File: src/rtl/ram_arbiter.sv
// ram_arbiter: shares one single-port synchronous RAM between requesters A and B with locked bursts
//
// Ports:
//   clk, rst                      clock (rising edge), asynchronous active-high reset
//   a_req/a_we/a_last/a_addr/a_wdata  requester A command, held until a_gnt
//   a_gnt                         A's transfer executes this cycle (combinational)
//   a_rvalid, a_rdata             A's read result, one cycle after a granted read
//   b_*                           same set for requester B
//   ram_we/ram_addr/ram_wdata     RAM command bus, driven by the granted requester
//   ram_rdata                     registered RAM read data
//
// Build option: define RAM_ARB_RR_EN for round-robin between bursts;
// without it A has fixed priority whenever both contend in IDLE.
module ram_arbiter #(
    parameter int ADDR_W = 10,
    parameter int DATA_W = 8
) (
    input  logic              clk,
    input  logic              rst,
    input  logic              a_req,
    input  logic              a_we,
    input  logic              a_last,
    input  logic [ADDR_W-1:0] a_addr,
    input  logic [DATA_W-1:0] a_wdata,
    output logic              a_gnt,
    output logic              a_rvalid,
    output logic [DATA_W-1:0] a_rdata,
    input  logic              b_req,
    input  logic              b_we,
    input  logic              b_last,
    input  logic [ADDR_W-1:0] b_addr,
    input  logic [DATA_W-1:0] b_wdata,
    output logic              b_gnt,
    output logic              b_rvalid,
    output logic [DATA_W-1:0] b_rdata,
    output logic              ram_we,
    output logic [ADDR_W-1:0] ram_addr,
    output logic [DATA_W-1:0] ram_wdata,
    input  logic [DATA_W-1:0] ram_rdata
);
    typedef enum logic [1:0] {IDLE, OWN_A, OWN_B} state_t;
    state_t state, state_nxt;
    // ptr selects the contention winner in IDLE: 0 = A, 1 = B
    logic ptr, ptr_nxt;
    logic sel_a, sel_b;
    always_ff @(posedge clk or posedge rst) begin
        if (rst) begin
            state    <= IDLE;
            ptr      <= 1'b0;
            a_rvalid <= 1'b0;
            b_rvalid <= 1'b0;
        end else begin
            state    <= state_nxt;
            ptr      <= ptr_nxt;
            a_rvalid <= a_gnt & ~a_we;
            b_rvalid <= b_gnt & ~b_we;
        end
    end
    always_comb begin
        state_nxt = a_gnt ? (a_last ? IDLE : OWN_A) :
                    b_gnt ? (b_last ? IDLE : OWN_B) : state;
`ifdef RAM_ARB_RR_EN
        ptr_nxt = (a_gnt & a_last) ? 1'b1 : (b_gnt & b_last) ? 1'b0 : ptr;
`else
        ptr_nxt = 1'b0;
`endif
    end
    // An owner keeps the RAM through request gaps; the other side waits.
    always_comb begin
        sel_a     = (state == OWN_A) ? a_req : (state == OWN_B) ? 1'b0 : a_req & (~b_req | ~ptr);
        sel_b     = (state == OWN_B) ? b_req : (state == OWN_A) ? 1'b0 : b_req & (~a_req | ptr);
        a_gnt     = sel_a & ~rst;
        b_gnt     = sel_b & ~rst;
        ram_we    = a_gnt ? a_we : (b_gnt & b_we);
        ram_addr  = a_gnt ? a_addr : b_gnt ? b_addr : '0;
        ram_wdata = a_gnt ? a_wdata : b_gnt ? b_wdata : '0;
    end
    assign a_rdata = ram_rdata;
    assign b_rdata = ram_rdata;
endmodule

File: config.mk
export PLATFORM = sky130hd
export DESIGN_NAME = ram_arbiter
export DESIGN_NICKNAME = d
export VERILOG_FILES = /design/src/rtl/ram_arbiter.sv
export SDC_FILE = /design/constraint.sdc
export NUM_CORES = 1
export LEC_CHECK = 0
export BUFFER_PORTS_ARGS = -buffer_cell sky130_fd_sc_hd__buf_2
export CORE_UTILIZATION = 25
export DETAILED_ROUTE_END_ITERATION = 10
export PLACE_DENSITY = 0.88
export SLEW_MARGIN = 20
export SYNTH_ARGS = -nofsm -noshare
export SYNTH_HDL_FRONTEND = slang
export SYNTH_SLANG_ARGS = --single-unit
File: constraint.sdc
create_clock -name clk -period 1.1 [get_ports clk]
set_input_delay 0.055 -clock clk [delete_from_list [all_inputs] [get_ports clk]]
set_output_delay 0.055 -clock clk [all_outputs]
set_load 0.005 [all_outputs]
==> results.ini, run 1 <==
[run_status]
outcome = finished with violations
violations = setup timing

[floorplan]
die_area_sq_um = 2430
rows = 16
placeableCoreArea_sq_um = 2042
die_w_um = 49.30
dieHeight_um = 49.30
initial_core_util_pct = 27.39
io_pins = 91

[global_route]
use_met1_pct = 19.37
first_global_vias = 763
grt_remaining_overflow = 0
grt_usage_pct = 19.07
antenna_found_initial = 0
busiest_layer = met2
use_met2_pct = 36.07
grt_pass1_wl_mm = 3.470
grt_start_max_net_pins = 22
grt_use_met3_pct = 5.296

[critical_path]
r2r.worst_path.cells = 4
cp_cell_sequence = maj3_4 > a32o_1 > buf_2
crit_fanout = 6
critPathTopFamily = flip-flops
worstPathRequired_ns = 1.04
r2r_start = state[1]
cp-end-kind = output pin
max_stage_delay_ns = 0.44
reg2reg_to = b_rvalid
crit_type = flip-flop to output pin
cp_data_arrival_time_ns = 1.44
regToRegSetupSlack_ns = -0.19
path_buf_inv = 1
crit_slowest_cell = dfrtp_2
worst_setup_path_start_kind = flip-flop

[power]
peakVddDrop_uv = 411.4
clkPwrFrac_pct = 20.6
power_frac_comb_pct = 59.5
p_leak_nw = 0.5312
p_sw_share_pct = 35.85
intPower_mw = 0.5883
seq_power_share_pct = 19.9
p_switching_mw = 0.3287
power.density_nw_per_um2 = 918.4

[layout]
num-nets-final = 180
final.fill_count = 210
diodes = 0
final_common_cell = buf_2
drive_gt1_share_pct = 70.63
final_cell_mix = buf_2 (64), a32o_1 (19), buf_4 (6)
fin_util_pct = 48.90
syn_to_final_growth_pct = 78.52
final-seq-area_sq_um = 101.3
multi_input_area_sq_um = 347.8

[route]
drt-total-wl_mm = 2.326
firstDrtPassIters = 4
antenna_left = 0
drc = 0
dr.first_iter.drc_count = 16
vias = 794
vias_per_cell = 5.190
post_drt_wl_per_cell_um = 15.20

[hold_path]
holdCritStartpoint = a_last
hold_class = primary input to flip-flop
hold_end = state[0]
hold_depth = 2

[synthesis]
synthTopCellsByArea = a32o_1 (34%), buf_4 (21%), dfrtp_1 (18%), buf_6 (4.0%), nor2b_1 (3.4%)
synth_area_per_cell_sq_um = 9.021
syn_area_sq_um = 559.3
ys_warn_count = 0
yosysUniqueCellTypes = 18
netlist_instances = 62
syn_nets = 114
synth_top_area_cell = a32o_1
yosysTopAreaCellShare_pct = 34.00
ys_seq_area_share_pct = 17.90
ys_ff_latch = 4

[placed_design]
place_hpwl_mm = 1.599
dpl_worst_slack_ns = -0.2533
port_buffers = 66
gp_congestion = 0.7699

[timing]
holdWs_ns = 0.004296
post-route-period-util_pct = 135.7
hold_viol = 0
slew_headroom_pct = 85.05
drv_slew = 0
setup_ws_ns = -0.3928
tightest_slew_ns = 0.2220
finalSetupViolations = 23
rsz0062_at_grt = true
clock-skew-final_ns = 0.005536
fmax_mhz = 669.9
period_minus_slack_ns = 1.493

[cts]
cts_tree = built
numCtsBuffers = 3
cts_sinks = 4
clk_latency_ns = 0.24
cts-root-buf = clkbuf_4
clk_path_buf_depth = 2
cts.htree.levels = 1
clk_pin_slew_ns = 0.04

[run]
drv_cap = 0

cells in the mapped netlist, drive strengths merged:
library cell and n:
a21boi 1, o21ai 2, nor3b 1, nor2 1
nor2b 3, dfrtp 4, clkbuf 2, nand2b 1
a221oi 2, a21oi 1, maj3 1, a32o 19
buf 20, and2 1, inv 3
worst max-delay path by stage:
stage,to,slack [ns],from,depth (start not counted)
after floorplan,ram_addr[0],-0.06,state[0],4
after global placement,ram_wdata[7],-0.20,state[0],4
after detailed placement,ram_wdata[7],-0.25,state[0],4
after CTS,ram_wdata[7],-0.41,state[1],5
after global routing,ram_we,-0.46,state[0],4
final,ram_wdata[7],-0.39,state[1],3
cell families after synthesis:
group / count (synthesis) / share of synthesized area (%)
AO/OA/AOI/OAI: 25 / 41.83
buffers and inverters: 25 / 30.65
AND/OR/NAND/NOR: 7 / 7.608
flip-flops: 4 / 17.90
adder cells (fa/ha/maj): 1 / 2.013
what timing repair did:
| item | 4_1_cts | 5_1_grt |
|---|---|---|
| hold buffers | 4 | 0 |
| buffers inserted | 1 | 2 |
| pin swaps | 4 | 1 |
| gates cloned | 3 | 0 |
| resized for setup | 5 | 8 |
| endpoints found under the hold margin | 7 | 0 |
| setup endpoints to repair | 22 | 23 |
flip-flops by register name, summed over array words and instances, names as in the netlist:
register and count:
state 2, b_rvalid 1, a_rvalid 1
power by group through the flow:
stage          clock [mW]  combinational [mW]  sequential (mW)
2_1_floorplan           0               0.250            0.181
3_3_place_gp            0               0.377            0.174
3_5_place_dp            0               0.396            0.176
4_1_cts             0.199               0.488            0.181
5_1_grt             0.211               0.593            0.184
6_report            0.189               0.546            0.182
metal layers:
layer / wire, um / share of wire (%)
met1: 827 / 36
met2: 1306 / 56
met3: 163 / 7.0
met4: 29 / 1.2
met5: 0 / 0
layout make-up:
type,instances,area share (%)
Multi-Input combinational cell,36,34.84
Inverter,3,1.128
Sequential cell,4,10.15
Timing Repair Buffer,80,48.25
Clock buffer,3,2.256
Tap cell,27,3.383
through the flow:
stage                     std cells  TNS, ns  total power [mW]  area [sq um]
after CTS                       151   -8.045            0.8682         947.2
after global placement          140   -3.324            0.5515         828.3
after detailed placement        140   -4.066            0.5719         828.3
after global routing            153   -9.319            0.9878         998.5
after floorplan                  62   -1.083            0.4304         559.3
final                           153   -7.904            0.9170         998.5
No activity file was read; power rests on OpenSTA's default activity.
==> inputs of run 2 (changes only) <==
--- a/config.mk
+++ b/config.mk
@@ -6,6 +6,7 @@
 export NUM_CORES = 1
 export LEC_CHECK = 0
 export BUFFER_PORTS_ARGS = -buffer_cell sky130_fd_sc_hd__buf_2
+export CORE_ASPECT_RATIO = 0.75
 export CORE_UTILIZATION = 25
 export DETAILED_ROUTE_END_ITERATION = 10
 export PLACE_DENSITY = 0.88
==> run 2 against run 1 <==
The flow still finishes with violations (setup timing). Sequential power is essentially flat. Highest routed layer unchanged. Largest cell class unchanged. Largest power group unchanged. Global-route usage fell by 0.54 points. Sequential share of layout area is 0.21 points lower. Clock-buffer cell count unchanged.
==> results.ini, run 2 (synthesized netlist as in run 1, its figures left out) <==
[hold_path]
hold_class = primary input to output pin
hold_end = a_rdata[2]
hold_depth = 0
holdCritStartpoint = ram_rdata[2]

[power]
p_leak_nw = 0.5429
intPower_mw = 0.5741
p_switching_mw = 0.3363
peakVddDrop_uv = 553.5
power_frac_comb_pct = 58.9
clkPwrFrac_pct = 21.2
seq_power_share_pct = 19.9
p_sw_share_pct = 36.94
power.density_nw_per_um2 = 892.8

[floorplan]
placeableCoreArea_sq_um = 2049
die_w_um = 56.62
rows = 14
dieHeight_um = 42.96
io_pins = 91
initial_core_util_pct = 27.29
die_area_sq_um = 2432

[timing]
drv_slew = 0
clock-skew-final_ns = 0.005555
rsz0062_at_grt = true
fmax_mhz = 657.4
slew_headroom_pct = 82.27
fin_tns_setup_ns = -8.127
hold_viol = 0
period_minus_slack_ns = 1.521
post-route-period-util_pct = 138.3
setup_ws_ns = -0.4211
finalSetupViolations = 24
tightest_slew_ns = 0.2657

[route]
firstDrtPassIters = 4
vias = 822
antenna_left = 0
vias_per_cell = 5.408
dr.first_iter.drc_count = 26
post_drt_wl_per_cell_um = 16.14
drt-total-wl_mm = 2.453
drc = 0

[cts]
numCtsBuffers = 3
clk_pin_slew_ns = 0.04
cts.htree.levels = 1
clk_path_buf_depth = 2
cts_sinks = 4
clk_latency_ns = 0.25
cts_tree = built
cts-root-buf = clkbuf_4

[layout]
largest_reg_flops = 2
drive_gt1_share_pct = 72.66
syn_to_final_growth_pct = 82.33
final_common_cell = buf_2
largestRegisters = state (2), a_rvalid (1), b_rvalid (1)
diodes = 0
final_cell_mix = buf_2 (65), a32o_1 (19), buf_6 (7)
top_register = state
num-nets-final = 182
final_cell_area_sq_um = 1020

[global_route]
first_global_vias = 706
grt_usage_pct = 18.52
grt_start_max_net_pins = 13
antenna_found_initial = 0
grt_remaining_overflow = 0
grt_pass1_wl_mm = 3.443

[placed_design]
placed_area_sq_um = 819.5
place_hpwl_mm = 1.624
port_buffers = 66
gp_congestion = 0.8732

[critical_path]
worstPathRequired_ns = 1.04
crit_slowest_cell = dfrtp_2
max_stage_delay_ns = 0.45
cp_cell_sequence = maj3_4 > a32o_1 > buf_2
worst_setup_path_start_kind = flip-flop
cp_data_arrival_time_ns = 1.47
r2r.worst_path.cells = 5
reg2reg_to = a_rvalid
regToRegSetupSlack_ns = -0.12
r2r_start = state[1]
crit_type = flip-flop to output pin
crit_fanout = 6
cp-end-kind = output pin

[run_status]
violations = setup timing
outcome = finished with violations

[run]
drv_cap = 0

==> run 2: changes by cell type in the layout (fill, tap and decap cells not counted), sizes merged <==
cell / change
buf: +1
dlygate4sd3: +1
==> run 2: worst max path at each step <==
| stage | start | endpoint | cells past startpoint |
|---|---|---|---|
| global placement | state[0] | ram_wdata[7] | 4 |
| global route | state[0] | ram_addr[7] | 6 |
| CTS | state[1] | ram_we | 3 |
| detailed placement | state[1] | ram_wdata[7] | 3 |
| floorplan | state[0] | ram_addr[0] | 4 |
| finish | state[1] | ram_addr[1] | 3 |
==> run 2: worst max-delay path, delay by kind of cell, from the launching register on <==
kind / cells / cell delay [ns]
flip-flops: 1 / 0.45
AO/OA/AOI/OAI: 1 / 0.24
buffers and inverters: 1 / 0.13
adder cells (fa/ha/maj): 1 / 0.40
==> run 2: per-layer routing <==
layer  track usage [%]  up-vias  share of wire (%)
li1                  -      370                  -
met1             21.32      398                 39
met2             30.12       40                 52
met3             4.268       14                5.5
met5                 0        -                  0
met4             13.66        0                3.3
==> run 2: what timing repair did <==
item | in CTS | in global routing
buffers inserted | 0 | 2
setup endpoints to repair | 23 | 24
hold buffers | 2 | 3
hold endpoints to repair | 6 | 3
gates cloned | 3 | 1
gates resized for setup | 7 | 12
pin swaps | 4 | 3
==> run 2: power groups by stage <==
stage	Combinational, mW	Sequential [mW]	Clock [mW]
floorplan	0.250	0.181	0
global route	0.568	0.183	0.212
detailed placement	0.388	0.177	0
finish	0.536	0.181	0.193
global placement	0.371	0.175	0
CTS	0.453	0.179	0.195
==> run 2: final cells by class <==
cell class	count	area (sq um)
inverter	3	11.26
sequential	4	101.3
fill	195	1030
timing repair buffer	82	491.7
clock buffer	3	22.52
tap	24	30.03
multi-input combinational	36	362.8
==> run 2: stage by stage <==
step	setup slack (ns)	total power, mW	hold WS (ns)	std cells	utilization, %
finish	-0.4211	0.9104	0.1100	152	49.76
global route	-0.4506	0.9624	0.1100	152	49.76
CTS	-0.4126	0.8269	-0.01621	146	44.63
detailed placement	-0.2424	0.5651	-0.01415	138	39.99
global placement	-0.2032	0.5459	-0.02867	138	39.99
floorplan	-0.05953	0.4304	-0.1789	62	-
